==> config.mk <==
export PLATFORM = sky130hd
export DESIGN_NAME = axi_aw_w_rr_arbiter_flat
export DESIGN_NICKNAME = d
export VERILOG_FILES = /design/src/rtl/axi_aw_w_rr_arbiter_if.sv /design/src/rtl/axi_aw_w_rr_arbiter.sv /design/src/flat_wrapper.sv
export SDC_FILE = /design/constraint.sdc
export NUM_CORES = 1
export LEC_CHECK = 0
export ABC_AREA = 1
export CAP_MARGIN = 25
export CORE_AREA = 3 3 282 284
export DETAILED_ROUTE_END_ITERATION = 8
export DIE_AREA = 0 0 285 287
export GPL_TIMING_DRIVEN = 1
export SKIP_CTS_REPAIR_TIMING = 1
export SLEW_MARGIN = 10
export SYNTH_ARGS = -nofsm -noshare
export SYNTH_HDL_FRONTEND = slang
export SYNTH_SLANG_ARGS = --single-unit
export TNS_END_PERCENT = 1
==> constraint.sdc <==
create_clock -name clk -period 8 [get_ports clk]
set_input_delay 0.8 -clock clk [delete_from_list [all_inputs] [get_ports clk]]
set_output_delay 0.8 -clock clk [all_outputs]
set_load 0.01 [all_outputs]
==> src/rtl/axi_aw_w_rr_arbiter_if.sv <==
// rtl/axi_aw_w_rr_arbiter_if.sv - upstream AW/W masters and downstream AW/W channel bundle
interface axi_aw_w_rr_arbiter_if #(
    parameter int NUM_IN   = 4,
    parameter int AW_BITS  = 64,
    parameter int ID_WIDTH = 4,
    parameter int W_BITS   = 73,
    parameter int IDX_W    = (NUM_IN > 1) ? $clog2(NUM_IN) : 1
);
    logic [NUM_IN-1:0]          s_aw_valid;
    logic [NUM_IN-1:0]          s_aw_ready;
    logic [NUM_IN*ID_WIDTH-1:0] s_aw_id;
    logic [NUM_IN*AW_BITS-1:0]  s_aw_chan;
    logic [NUM_IN-1:0]          s_w_valid;
    logic [NUM_IN-1:0]          s_w_ready;
    logic [NUM_IN*W_BITS-1:0]   s_w_chan;
    logic [NUM_IN-1:0]          s_w_last;
    logic                       m_aw_valid;
    logic                       m_aw_ready;
    logic [IDX_W+ID_WIDTH-1:0]  m_aw_id;
    logic [AW_BITS-1:0]         m_aw_chan;
    logic                       m_w_valid;
    logic                       m_w_ready;
    logic [W_BITS-1:0]          m_w_chan;
    logic                       m_w_last;

    modport slave (
        input  s_aw_valid, s_aw_id, s_aw_chan, s_w_valid, s_w_chan, s_w_last,
        input  m_aw_ready, m_w_ready,
        output s_aw_ready, s_w_ready,
        output m_aw_valid, m_aw_id, m_aw_chan, m_w_valid, m_w_chan, m_w_last
    );

    modport master (
        output s_aw_valid, s_aw_id, s_aw_chan, s_w_valid, s_w_chan, s_w_last,
        output m_aw_ready, m_w_ready,
        input  s_aw_ready, s_w_ready,
        input  m_aw_valid, m_aw_id, m_aw_chan, m_w_valid, m_w_chan, m_w_last
    );
endinterface

==> src/rtl/axi_aw_w_rr_arbiter.sv <==
// rtl/axi_aw_w_rr_arbiter.sv - round-robin AW arbiter with W steering by grant order
module axi_aw_w_rr_arbiter #(
    parameter int NUM_IN    = 4,
    parameter int AW_BITS   = 64,
    parameter int ID_WIDTH  = 4,
    parameter int W_BITS    = 73,
    parameter int ORD_DEPTH = 4
) (
    input  logic                   clk,
    input  logic                   rst,
    axi_aw_w_rr_arbiter_if.slave   bus,
    output logic                   ord_full
);
    localparam int IDX_W = (NUM_IN > 1) ? $clog2(NUM_IN) : 1;
    localparam int PTR_W = $clog2(ORD_DEPTH);

    logic [IDX_W-1:0] rr_ptr;
    logic [IDX_W-1:0] lock_idx;
    logic             lock;
    logic [IDX_W-1:0] win;
    logic             found;
    logic [IDX_W:0]   cand;
    logic [IDX_W-1:0] ord_mem [ORD_DEPTH];
    logic [PTR_W-1:0] rd_ptr;
    logic [PTR_W-1:0] wr_ptr;
    logic [PTR_W:0]   count;
    logic [IDX_W-1:0] head;
    logic             ord_empty;
    logic             aw_hs;
    logic             w_pop;

    assign ord_full  = (count == (PTR_W+1)'(ORD_DEPTH));
    assign ord_empty = (count == '0);
    assign head      = ord_mem[rd_ptr];
    assign aw_hs     = bus.m_aw_valid & bus.m_aw_ready;
    assign w_pop     = bus.m_w_valid & bus.m_w_ready & bus.m_w_last;

    // Winner selection: held grant while locked, otherwise first valid from rr_ptr;
    // scanning downwards lets the nearest candidate overwrite farther ones.
    always_comb begin
        found = 1'b0;
        win   = lock_idx;
        cand  = '0;
        if (lock) begin
            found = 1'b1;
        end else if (!ord_full) begin
            for (int i = NUM_IN - 1; i >= 0; i--) begin
                cand = {1'b0, rr_ptr} + (IDX_W+1)'(i);
                if (cand >= (IDX_W+1)'(NUM_IN)) begin
                    cand = cand - (IDX_W+1)'(NUM_IN);
                end
                if (bus.s_aw_valid[cand[IDX_W-1:0]]) begin
                    found = 1'b1;
                    win   = cand[IDX_W-1:0];
                end
            end
        end
    end

    // AW pass-through from the winner; handshakes are suppressed while in reset
    // so no master believes an address was taken that the cleared FIFO forgets.
    always_comb begin
        bus.m_aw_valid = 1'b0;
        bus.m_aw_id    = '0;
        bus.m_aw_chan  = '0;
        bus.s_aw_ready = '0;
        for (int i = 0; i < NUM_IN; i++) begin
            if (win == IDX_W'(i)) begin
                bus.m_aw_id       = {win, bus.s_aw_id[i*ID_WIDTH +: ID_WIDTH]};
                bus.m_aw_chan     = bus.s_aw_chan[i*AW_BITS +: AW_BITS];
                bus.m_aw_valid    = found & bus.s_aw_valid[i] & ~rst;
                bus.s_aw_ready[i] = found & bus.s_aw_valid[i] & ~rst & bus.m_aw_ready;
            end
        end
    end

    // W steering from the master at the head of the order FIFO.
    always_comb begin
        bus.m_w_valid = 1'b0;
        bus.m_w_chan  = '0;
        bus.m_w_last  = 1'b0;
        bus.s_w_ready = '0;
        for (int i = 0; i < NUM_IN; i++) begin
            if (!ord_empty && head == IDX_W'(i)) begin
                bus.m_w_valid    = bus.s_w_valid[i] & ~rst;
                bus.m_w_chan     = bus.s_w_chan[i*W_BITS +: W_BITS];
                bus.m_w_last     = bus.s_w_last[i];
                bus.s_w_ready[i] = bus.m_w_ready & ~rst;
            end
        end
    end

    // Order FIFO storage: record each granted master index.
    always_ff @(posedge clk) begin
        if (aw_hs) begin
            ord_mem[wr_ptr] <= win;
        end
    end

    // Arbiter and FIFO bookkeeping: lock, round-robin pointer, FIFO pointers/count.
    always_ff @(posedge clk) begin
        if (rst) begin
            rr_ptr   <= '0;
            lock     <= 1'b0;
            lock_idx <= '0;
            rd_ptr   <= '0;
            wr_ptr   <= '0;
            count    <= '0;
        end else begin
            if (aw_hs) begin
                lock   <= 1'b0;
                wr_ptr <= wr_ptr + PTR_W'(1);
                rr_ptr <= (win == IDX_W'(NUM_IN - 1)) ? '0 : win + IDX_W'(1);
            end else if (bus.m_aw_valid) begin
                lock     <= 1'b1;
                lock_idx <= win;
            end
            if (w_pop) begin
                rd_ptr <= rd_ptr + PTR_W'(1);
            end
            count <= count + (PTR_W+1)'(aw_hs) - (PTR_W+1)'(w_pop);
        end
    end
endmodule

==> src/flat_wrapper.sv <==
// flat-port wrapper written by rule: the top's interface ports become plain ports
module axi_aw_w_rr_arbiter_flat 
#(
    parameter int NUM_IN    = 4,
    parameter int AW_BITS   = 64,
    parameter int ID_WIDTH  = 4,
    parameter int W_BITS    = 73,
    parameter int ORD_DEPTH = 4
)
  (clk, rst, ord_full, bus_s_aw_valid, bus_s_aw_id, bus_s_aw_chan, bus_s_w_valid, bus_s_w_chan, bus_s_w_last, bus_m_aw_ready, bus_m_w_ready, bus_s_aw_ready, bus_s_w_ready, bus_m_aw_valid, bus_m_aw_id, bus_m_aw_chan, bus_m_w_valid, bus_m_w_chan, bus_m_w_last);
  axi_aw_w_rr_arbiter_if #(.NUM_IN(NUM_IN), .AW_BITS(AW_BITS), .ID_WIDTH(ID_WIDTH), .W_BITS(W_BITS)) bus_i ();
  input  logic clk;
  input  logic rst;
  output logic ord_full;
  input wire logic [$bits(bus_i.s_aw_valid)-1:0] bus_s_aw_valid;
  input wire logic [$bits(bus_i.s_aw_id)-1:0] bus_s_aw_id;
  input wire logic [$bits(bus_i.s_aw_chan)-1:0] bus_s_aw_chan;
  input wire logic [$bits(bus_i.s_w_valid)-1:0] bus_s_w_valid;
  input wire logic [$bits(bus_i.s_w_chan)-1:0] bus_s_w_chan;
  input wire logic [$bits(bus_i.s_w_last)-1:0] bus_s_w_last;
  input wire logic [$bits(bus_i.m_aw_ready)-1:0] bus_m_aw_ready;
  input wire logic [$bits(bus_i.m_w_ready)-1:0] bus_m_w_ready;
  output wire logic [$bits(bus_i.s_aw_ready)-1:0] bus_s_aw_ready;
  output wire logic [$bits(bus_i.s_w_ready)-1:0] bus_s_w_ready;
  output wire logic [$bits(bus_i.m_aw_valid)-1:0] bus_m_aw_valid;
  output wire logic [$bits(bus_i.m_aw_id)-1:0] bus_m_aw_id;
  output wire logic [$bits(bus_i.m_aw_chan)-1:0] bus_m_aw_chan;
  output wire logic [$bits(bus_i.m_w_valid)-1:0] bus_m_w_valid;
  output wire logic [$bits(bus_i.m_w_chan)-1:0] bus_m_w_chan;
  output wire logic [$bits(bus_i.m_w_last)-1:0] bus_m_w_last;
  assign bus_i.s_aw_valid = bus_s_aw_valid;
  assign bus_i.s_aw_id = bus_s_aw_id;
  assign bus_i.s_aw_chan = bus_s_aw_chan;
  assign bus_i.s_w_valid = bus_s_w_valid;
  assign bus_i.s_w_chan = bus_s_w_chan;
  assign bus_i.s_w_last = bus_s_w_last;
  assign bus_i.m_aw_ready = bus_m_aw_ready;
  assign bus_i.m_w_ready = bus_m_w_ready;
  assign bus_s_aw_ready = bus_i.s_aw_ready;
  assign bus_s_w_ready = bus_i.s_w_ready;
  assign bus_m_aw_valid = bus_i.m_aw_valid;
  assign bus_m_aw_id = bus_i.m_aw_id;
  assign bus_m_aw_chan = bus_i.m_aw_chan;
  assign bus_m_w_valid = bus_i.m_w_valid;
  assign bus_m_w_chan = bus_i.m_w_chan;
  assign bus_m_w_last = bus_i.m_w_last;
  axi_aw_w_rr_arbiter #(.NUM_IN(NUM_IN), .AW_BITS(AW_BITS), .ID_WIDTH(ID_WIDTH), .W_BITS(W_BITS), .ORD_DEPTH(ORD_DEPTH)) u_core (.clk(clk), .rst(rst), .bus(bus_i), .ord_full(ord_full));
endmodule
==> results.sh <==
export IMPL_synth_ff_latch_count=22
export IMPL_antenna_found_initial=46
export IMPL_routabilityCongestion=0.9433
export IMPL_utilization=0.1857
export IMPL_cap_violations=0
export IMPL_grt_pass1_wl_um=92280
export IMPL_syn_inst=1094
export IMPL_grt_max_degree=141
export IMPL_path_class="input pin to output port"
export IMPL_synth_top_cell_area_share=0.1505
export IMPL_synthDistinctLibCells=33
export IMPL_synth_warnings=0
export IMPL_via_per_inst=3.949
export IMPL_setup_ws_ns=2.212
export IMPL_synth_largest_area_cell="nand2_1"
export IMPL_cts_sinks=22
export IMPL_synth_area_per_cell_um2=5.403
export IMPL_switching_share=0.5560
export IMPL_worstMarginPinSlew_ns=0.9522
export IMPL_dp_slack_ns=2.177
export IMPL_fin_skew_ns=0.003461
export IMPL_cts_tree="done"
export IMPL_reg2regPathDepth=25
export IMPL_die_area_um2=81800
export IMPL_hold_depth=2
export IMPL_grt_usage=0.1595
export IMPL_initial_utilization=0.07643
export IMPL_setup_viol=0
export IMPL_layout_min_cycle_time_ns=5.788
export IMPL_muxShareOfSynthArea=0
export IMPL_syn2layout_area_growth_pct=143.0
export IMPL_clock_latency_ns=0.25
export IMPL_die_w_um=285
export IMPL_synth_nets=1685
export IMPL_clockBufferDepth=2
export IMPL_root_buffer="clkbuf_16"
export IMPL_rsz0062_at_grt="no"
export IMPL_clk_pin_slew_ns=0.06
export IMPL_cts_buffers=3
export IMPL_port_buffers=734
export IMPL_seqPwrFrac=0.028
export IMPL_period_share=0.7235
export IMPL_gr_total_overflow=0
export IMPL_drtPass1Iterations=5
export IMPL_slew_headroom=0.3645
export IMPL_fmax_mhz=172.8
export IMPL_cp_start_kind="input pin"
export IMPL_syn_cell_area_um2=5911
export IMPL_hp_class="flop to flop"
export IMPL_placed_cell_area_um2=14210
export IMPL_synth_seq_area_share=0.08806
export IMPL_wire_per_inst_um=25.16
export IMPL_switching_power_mw=3.310
export IMPL_synth_top_family_by_area="simple AND/OR/NAND/NOR gates"
export IMPL_cts_max_level=1
export IMPL_leakage_nw=5.164
export IMPL_rows=102
export IMPL_fin_nets=2328
export IMPL_synth_xor_area_frac=0.005927
export IMPL_final_area_um2=14360
export IMPL_yosys_area_share_simple=0.3876
export IMPL_status="complete, no violations"
export IMPL_core_region_area_um2=77340
export IMPL_dp_hpwl_um=61120
export IMPL_dr_first_iter_drc_count=539
export IMPL_setup_tns_ns=0
export IMPL_internal_power_mw=2.644
export IMPL_grt_pass1_vias=11220
export IMPL_critPathCaptureType="output port"
export IMPL_required_ns=7.20
export IMPL_wl_um=70120
export IMPL_clkPwrFrac=0.023
export IMPL_drive_gt1_frac=0.03226
export IMPL_synthAdderAreaFrac=0.02456
export IMPL_hold_viol=0
export IMPL_die_y_um=287
export IMPL_power_density_nw_per_um2=414.6
export IMPL_slew_violations=0
export IMPL_synth_area_top_cells="nand2_1 15%, o21ai_0 12%, nand4_1 11%"
export IMPL_io_pins=735
export IMPL_vias=11010
export IMPL_crit_arrival_ns=4.99
export IMPL_synth_compound_area_frac=0.3412
export IMPL_ant_nets=0
export IMPL_path_max_fanout=35
export IMPL_ir_drop_mv=0.3564
export IMPL_comb_power_share=0.949
export IMPL_drc_errors=0
==> metal layers <==
| metal | track usage | routed length [um] | vias up |
|---|---|---|---|
| met4 | 0.03237 | 1665 | 2 |
| met3 | 0.02427 | 4142 | 104 |
| met1 | 0.1706 | 25760 | 5076 |
| met2 | 0.3254 | 38540 | 630 |
| li1 | - | - | 5193 |
| met5 | 0 | 12 | - |
==> cells by family (layout without fill, tap and decap cells) <==
logic type / count (synthesis) / count (layout)
other: 0 / 11
buffers and inverters: 210 / 852
adder cells (fa/ha/maj): 11 / 11
flip-flops: 22 / 22
XOR/XNOR: 4 / 4
AO/OA/AOI/OAI: 371 / 371
AND/OR/NAND/NOR: 476 / 476
==> power groups by stage <==
stage | Clock (mW) | Sequential, mW | Combinational (mW)
after detailed placement | 0 | 0.167 | 5.68
final | 0.140 | 0.165 | 5.65
after global routing | 0.145 | 0.168 | 6.12
after global placement | 0 | 0.167 | 5.70
after floorplan | 0 | 0.160 | 2.67
after CTS | 0.140 | 0.165 | 5.72
==> stage by stage <==
stage | hold WS (ns) | cells | power, mW
after floorplan | 0.4647 | 1094 | 2.826
after global placement | 0.4845 | 2771 | 5.867
after detailed placement | 0.4948 | 2771 | 5.847
after CTS | 0.5036 | 2775 | 6.029
after global routing | 0.5366 | 2785 | 6.429
final | 0.5041 | 2787 | 5.954
==> registers in the layout, indices dropped and copies added, names as in the netlist, named ones only <==
| name | flops |
|---|---|
| u_core.wr_ptr | 2 |
| u_core.lock_idx | 2 |
| u_core.rd_ptr | 2 |
| u_core.count | 3 |
| u_core.rr_ptr | 2 |
| u_core.lock | 1 |
| u_core.ord_mem | 8 |
==> worst max-delay path, stage by stage <==
cell,delay [ns]
clkdlybuf4s50_1,0.47
inv_1,0.06
o21ai_0,0.25
nand2_1,0.12
nand2_1,0.07
nand3_1,0.07
nand3_1,0.07
nand3_1,0.09
a21oi_2,0.44
inv_1,0.23
ha_4,0.29
inv_2,0.53
buf_4,0.30
nand3_1,0.12
nand2_1,0.08
o21ai_0,0.07
o21ai_0,0.28
clkdlybuf4s50_1,0.61
==> cells in the final DEF (no fill, tap or decap), types with 14 or more instances in the layout <==
| cell type | instances |
|---|---|
| dfxtp_1 | 14 |
| nand3_1 | 86 |
| a31oi_1 | 50 |
| a21oi_1 | 102 |
| clkdlybuf4s50_1 | 734 |
| nand2_1 | 237 |
| nor2_1 | 24 |
| nand4_1 | 104 |
| buf_4 | 15 |
| o21ai_0 | 144 |
| inv_1 | 88 |
| o22ai_1 | 73 |
==> final timing paths <==
kind | from | to | slack, ns
setup reg to reg | u_core.rr_ptr[0] | u_core.count[2] | 3.63
setup / recovery | bus_s_aw_valid[3] | bus_m_aw_chan[50] | 2.21
hold / removal | u_core.rd_ptr[1] | u_core.rd_ptr[1] | 0.50
hold reg to reg | u_core.rd_ptr[1] | u_core.rd_ptr[1] | 0.50
==> layout make-up <==
type / count / area (um2)
fillers: 8848 / 62980
multi-input cells: 862 / 4543
clock inverters: 1 / 30.03
diodes: 11 / 27.53
well taps: 1040 / 1301
clock buffers: 3 / 75.07
inverters: 97 / 364.1
repair buffers: 751 / 7500
flip-flops and latches: 22 / 520.5
==> cell usage after synthesis <==
| cell | number |
|---|---|
| ha_1 | 10 |
| buf_1 | 6 |
| buf_4 | 3 |
| edfxtp_1 | 8 |
| nor2_1 | 24 |
| o21ai_0 | 144 |
| a31oi_1 | 50 |
| buf_12 | 1 |
| nand2_1 | 237 |
| clkbuf_1 | 59 |
| nor2_4 | 2 |
| inv_1 | 89 |
| nor3_1 | 1 |
| nand3_1 | 86 |
| fa_1 | 1 |
| xnor2_1 | 2 |
| o22ai_1 | 73 |
| a21oi_2 | 1 |
| buf_2 | 39 |
| nand2_4 | 2 |
| clkinv_1 | 2 |
| nand3_2 | 5 |
| xor2_1 | 2 |
| buf_6 | 5 |
| nand4_1 | 104 |
| nand3_4 | 3 |
| a21oi_1 | 102 |
| nand3b_1 | 2 |
| inv_2 | 6 |
| nand2_2 | 8 |
| a211oi_1 | 1 |
| dfxtp_1 | 14 |
| nor2_2 | 2 |
(Power assumes the default switching activity.)
